`config.mk`:
```
export PLATFORM = sky130hd
export DESIGN_NAME = ram_cmd_master
export DESIGN_NICKNAME = d
export VERILOG_FILES = /design/src/rtl/spi_ram_pkg.sv /design/src/rtl/ram_cmd_timer.sv /design/src/rtl/ram_cmd_master.sv
export SDC_FILE = /design/constraint.sdc
export NUM_CORES = 1
export LEC_CHECK = 0
export BUFFER_PORTS_ARGS = -buffer_cell sky130_fd_sc_hd__buf_2
export CAP_MARGIN = 0
export CORE_ASPECT_RATIO = 0.8
export CORE_MARGIN = 4
export CORE_UTILIZATION = 30
export CTS_CLUSTER_DIAMETER = 150
export CTS_CLUSTER_SIZE = 10
export DETAILED_ROUTE_END_ITERATION = 10
export PLACE_DENSITY = 0.64
export SLEW_MARGIN = 15
export SYNTH_ARGS = -nofsm -noshare
export SYNTH_HDL_FRONTEND = slang
export SYNTH_HIERARCHICAL = 1
export SYNTH_SLANG_ARGS = --single-unit
```
`constraint.sdc`:
```
create_clock -name clk -period 1.9 [get_ports clk]
set_input_delay 0.38 -clock clk [delete_from_list [all_inputs] [get_ports clk]]
set_output_delay 0.38 -clock clk [all_outputs]
set_load 0.1 [all_outputs]
```
`src/rtl/spi_ram_pkg.sv`:
```
// Shared types for the 10-bit RAM command interface: beat opcodes,
// command-master FSM states and the command beat width.
package spi_ram_pkg;

  localparam int CMD_W = 10;

  typedef enum logic [1:0] {
    OP_WR_ADDR = 2'b00,
    OP_WR_DATA = 2'b01,
    OP_RD_ADDR = 2'b10,
    OP_RD_DATA = 2'b11
  } opcode_e;

  typedef enum logic [2:0] {
    ST_IDLE    = 3'd0,
    ST_WR_ADDR = 3'd1,
    ST_WR_DATA = 3'd2,
    ST_RD_ADDR = 3'd3,
    ST_RD_CMD  = 3'd4,
    ST_RD_WAIT = 3'd5
  } state_e;

endpackage

```
`src/rtl/ram_cmd_timer.sv`:
```
// Read-wait cycle counter. While enabled it counts the cycles spent waiting;
// expired is high during the RD_TIMEOUT-th enabled cycle since the last clear.
module ram_cmd_timer #(
  parameter int RD_TIMEOUT = 15
) (
  input  logic clk,
  input  logic rst,
  input  logic clear,
  input  logic enable,
  output logic expired
);

  localparam int CW = $clog2(RD_TIMEOUT + 1);

  logic [CW-1:0] cnt;

  // Counter holds at the limit so it can never wrap if the wait is extended.
  always_ff @(posedge clk or posedge rst) begin
    if (rst) begin
      cnt <= '0;
    end else if (clear) begin
      cnt <= '0;
    end else if (enable && !expired) begin
      cnt <= cnt + CW'(1);
    end
  end

  assign expired = enable && (cnt == CW'(RD_TIMEOUT - 1));

endmodule

```
`src/rtl/ram_cmd_master.sv`:
```
// Initiator for the 10-bit RAM command interface. A host request becomes two
// command beats (write: {00,addr},{01,data}; read: {10,addr},{11,00}); reads
// then wait for tx_valid or a timeout and return one rsp_valid pulse.
// Optional feature macro: RAM_CMD_MASTER_ERR_CNT_EN adds err_count[7:0].
//
// Handshake: a request transfers on a rising clk edge where req_valid && req_ready;
// req_ready is high only in IDLE and does not depend on req_valid. rsp_valid
// is a one-cycle pulse with no backpressure; rsp_timeout/rsp_rdata qualify it.
module ram_cmd_master
  import spi_ram_pkg::*;
#(
  parameter int ADDR_WIDTH = 8,
  parameter int DATA_WIDTH = 8,
  parameter int RD_TIMEOUT = 15
) (
  input  logic             clk,
  input  logic             rst,
  input  logic             req_valid,
  output logic             req_ready,
  input  logic             req_write,
  input  logic [7:0]       req_addr,
  input  logic [7:0]       req_wdata,
  output logic             rsp_valid,
  output logic [7:0]       rsp_rdata,
  output logic             rsp_timeout,
  output logic             busy,
  output logic             rx_valid,
  output logic [CMD_W-1:0] din,
  input  logic             tx_valid,
`ifdef RAM_CMD_MASTER_ERR_CNT_EN
  output logic [7:0]       err_count,
`endif
  input  logic [7:0]       dout
);

  state_e                state_q;
  state_e                state_d;
  logic [ADDR_WIDTH-1:0] addr_q;
  logic [DATA_WIDTH-1:0] wdata_q;
  logic [7:0]            addr_pay;
  logic [7:0]            data_pay;
  logic                  accept;
  logic                  in_wait;
  logic                  expired;

  assign accept  = req_valid && (state_q == ST_IDLE);
  assign in_wait = (state_q == ST_RD_WAIT);

  ram_cmd_timer #(.RD_TIMEOUT(RD_TIMEOUT)) u_timer (
    .clk     (clk),
    .rst     (rst),
    .clear   (!in_wait),
    .enable  (in_wait),
    .expired (expired)
  );

  // FSM state register.
  always_ff @(posedge clk or posedge rst) begin
    if (rst) state_q <= ST_IDLE;
    else     state_q <= state_d;
  end

  // Request fields are captured on the accept edge so the host may change them afterwards.
  always_ff @(posedge clk or posedge rst) begin
    if (rst) begin
      addr_q  <= '0;
      wdata_q <= '0;
    end else if (accept) begin
      addr_q  <= req_addr[ADDR_WIDTH-1:0];
      wdata_q <= req_wdata[DATA_WIDTH-1:0];
    end
  end

  // Zero-extend narrow address/data into the 8-bit beat payload.
  always_comb begin
    addr_pay = '0;
    data_pay = '0;
    addr_pay[ADDR_WIDTH-1:0] = addr_q;
    data_pay[DATA_WIDTH-1:0] = wdata_q;
  end

  // Next state and command beat outputs; din is forced to zero whenever no beat is driven.
  always_comb begin
    state_d   = state_q;
    rx_valid  = 1'b0;
    din       = '0;
    req_ready = 1'b0;
    busy      = 1'b1;
    case (state_q)
      ST_IDLE: begin
        req_ready = 1'b1;
        busy      = 1'b0;
        if (req_valid) state_d = req_write ? ST_WR_ADDR : ST_RD_ADDR;
      end
      ST_WR_ADDR: begin
        rx_valid = 1'b1;
        din      = {OP_WR_ADDR, addr_pay};
        state_d  = ST_WR_DATA;
      end
      ST_WR_DATA: begin
        rx_valid = 1'b1;
        din      = {OP_WR_DATA, data_pay};
        state_d  = ST_IDLE;
      end
      ST_RD_ADDR: begin
        rx_valid = 1'b1;
        din      = {OP_RD_ADDR, addr_pay};
        state_d  = ST_RD_CMD;
      end
      ST_RD_CMD: begin
        rx_valid = 1'b1;
        din      = {OP_RD_DATA, 8'h00};
        state_d  = ST_RD_WAIT;
      end
      ST_RD_WAIT: begin
        if (tx_valid || expired) state_d = ST_IDLE;
      end
      default: begin
        state_d = ST_IDLE;
      end
    endcase
  end

  // Response register: returned data takes priority over a timeout in the same cycle.
  always_ff @(posedge clk or posedge rst) begin
    if (rst) begin
      rsp_valid   <= 1'b0;
      rsp_timeout <= 1'b0;
      rsp_rdata   <= '0;
    end else begin
      rsp_valid   <= 1'b0;
      rsp_timeout <= 1'b0;
      if (in_wait && tx_valid) begin
        rsp_valid <= 1'b1;
        rsp_rdata <= dout;
      end else if (in_wait && expired) begin
        rsp_valid   <= 1'b1;
        rsp_timeout <= 1'b1;
        rsp_rdata   <= '0;
      end
    end
  end

`ifdef RAM_CMD_MASTER_ERR_CNT_EN
  logic spurious;
  logic timeout_evt;

  assign spurious    = tx_valid && !in_wait;
  assign timeout_evt = in_wait && expired && !tx_valid;

  // Saturating error counter: at most one increment per cycle.
  always_ff @(posedge clk or posedge rst) begin
    if (rst) begin
      err_count <= '0;
    end else if ((spurious || timeout_evt) && (err_count != 8'hFF)) begin
      err_count <= err_count + 8'd1;
    end
  end
`endif

endmodule

```
==> results_dict.tcl <==
set metrics [dict create \
    antenna_found_initial 0 \
    drive_above_1_share_pct 60.1 \
    synth_edf_count 0 \
    area_delta_synth_final_pct 54.3 \
    pin_count 52 \
    root_buffer "clkbuf_8" \
    finalClockSkew_ps 1.82 \
    die_h_um 72.4 \
    fin_crit_sh_pct 98.8 \
    crit_path_start_kind "register" \
    cts.path.max_buffers 2 \
    rsz0062_at_grt "true" \
    n_fill_cell 464 \
    die-area_mm2 0.00640 \
    synth_top_cell_by_area "dfrtp_1" \
    tightest_slew_ps 490 \
    placed_cell_area_mm2 0.00220 \
    cp_max_fo 3 \
    clock-sinks 33 \
    syn_inst 126 \
    maxSlewViolCount 0 \
    num_vias 1180 \
    drv_cap 0 \
    netlist_top_cells_area "dfrtp_1, mux2_4, a22o_1, mux2_2, a22oi_1" \
    firstDrtPassIters 4 \
    outcome "complete, no violations" \
    gp_congestion 0.710 \
    ys_warn_count 6 \
    die_width_um 88.5 \
    fin_area_mm2 0.00240 \
    port_buffers 51 \
    critical_path_arrival_ps 1500 \
    drt-wirelength-per-cell_um 13.8 \
    start_util_pct 31.0 \
    fmax_mhz 533 \
    htreeDepth 2 \
    worstPathRequired_ps 1520 \
    period_needed_ps 1880 \
    clkSlewWorstSetupHoldPaths_ps 60 \
    hold_violations 0 \
    drc_errors 0 \
    routed_wl_mm 3.52 \
    tritoncts "built" \
    grt.total_usage_pct 12.0 \
    postSynthAreaPerCell_um2 12.3 \
    yosys.cell_types.count 35 \
    synth_top_area_share_pct 53.1 \
    grt_first_pass_wirelength_mm 5.75 \
    num-nets-final 224 \
    setup_violations 0 \
    drt-vias-per-instance 4.63 \
    end_kind "primary output" \
    drt_iter0_markers 22 \
    synth_nets 157 \
    max_slew_margin_pct 67.6 \
    async_reset_ff_share_pct 100 \
    grt_max_degree 30 \
    ys.flop_type "dfrtp_1" \
    grt_pass1_vias 1200 \
    core_mm2 0.00501 \
    synth-seq-cells 33 \
    drtAntennaViolNets 0 \
    clk-insertion-delay-late_ps 280 \
    rows 23 \
    synth_seq_area_share_pct 53.1 \
    hold_path.class "primary input to register" \
    place_hpwl_mm 2.63 \
    antennaDiodeCount 0 \
    cts_made_buffers 5 \
    overflow 0 \
    worst-setup-path-type "register to primary output" \
    synth_area_mm2 0.00155 \
]
==> cell usage after synthesis (all sizes together), types with 3 or more instances <==
library cell  number
nor3               3
buf                3
nand3              3
and2               3
clkbuf             4
nand2b             3
a21oi              6
nor2              11
a22o               8
a22oi              8
inv                8
mux2              16
dfrtp             33
==> logic make-up (layout without fill, tap and decap cells) <==
family,after synthesis,after routing,share of synthesized area (%)
and+or+nand+nor,30,30,11.0
muxes,17,17,14.7
DFF,33,33,53.1
buffers and inverters,15,82,5.88
adders and majority gates,2,2,1.61
AOI/OAI and AO/OA,29,29,13.7
==> layout make-up <==
class | count | area [um2] | share of cell area, %
sequential | 33 | 826 | 34.4
multi-input combinational | 78 | 782 | 32.6
timing repair buffer | 67 | 584 | 24.4
clock buffer | 7 | 86.3 | 3.60
tap | 62 | 77.6 | 3.23
inverter | 8 | 42.5 | 1.77
==> metrics by stage <==
stage | instances | util [%] | hold slack [ps] | setup TNS [ps] | setup slack (ps)
floorplan | 126 | - | 146 | -1770 | -189
CTS | 253 | 47.0 | 279 | 0 | 1.33
detailed placement | 243 | 44.0 | 275 | 0 | 179
global route | 255 | 47.9 | 297 | -25.8 | -25.8
global placement | 243 | 44.0 | 277 | 0 | 201
finish | 255 | 47.9 | 287 | 0 | 23.3
==> cell usage in the layout, fill, tap and decap left out, types with 2 or more instances in the layout <==
master / Yosys / routed
a21oi_1: 6 / 5
a22o_1: 8 / 8
a22oi_2: 0 / 7
and2_4: 2 / 2
buf_12: 1 / 13
buf_2: 0 / 38
buf_4: 0 / 12
buf_6: 1 / 3
clkbuf_8: 0 / 6
dfrtp_1: 33 / 33
ha_1: 2 / 2
inv_1: 7 / 7
mux2_4: 10 / 16
nand2b_4: 0 / 2
nand3_1: 2 / 2
nor2_1: 11 / 2
nor2_2: 0 / 2
nor2_4: 0 / 7
nor3_1: 3 / 3
==> critical path: stages, from the launching register on <==
cell and delay, ps:
dfrtp_1 390, buf_4 140, or3_4 390, inv_12 90, nor2_4 40, buf_12 150
==> registers in the layout (all words and copies together), names as in the netlist <==
signal       cells
addr_pay         8
data_pay         8
u_timer/cnt      4
rsp_rdata        8
rsp_timeout      1
rsp_valid        1
state_q          3
==> worst paths after layout <==
path,from,end,slack (ps),depth (start not counted)
worst max-delay path,state_q[0],rx_valid,20,5
worst min-delay path,tx_valid,rsp_timeout,290,2
worst max register to register,state_q[0],data_pay[0],80,5
worst min register to register,rsp_rdata[2],rsp_rdata[2],500,1
max in group asynchronous,rst,addr_pay[7],920,4
min in group asynchronous,rst,u_timer/cnt[3],530,3
==> what timing repair did <==
item	4_1_cts	5_1_grt
pin swaps	1	3
buffers inserted	2	2
hold buffers	1	0
endpoints found under the hold margin	4	0
endpoints found under the setup margin	9	10
gates resized for setup	9	5
==> layer usage <==
metal / share of wire [%] / global-route usage (%) / vias up / routed length (um)
li1: - / - / 580 / -
met1: 46 / 15.3 / 563 / 1610
met2: 46 / 17.7 / 31 / 1620
met3: 6.6 / 5.33 / 6 / 232
met4: 1.6 / 5.03 / 0 / 57
met5: 0 / 0 / - / 0
Power is left out: the tool's default activity adds up to more than one toggle a clock period on the data nets, which glitch-free logic cannot reach.
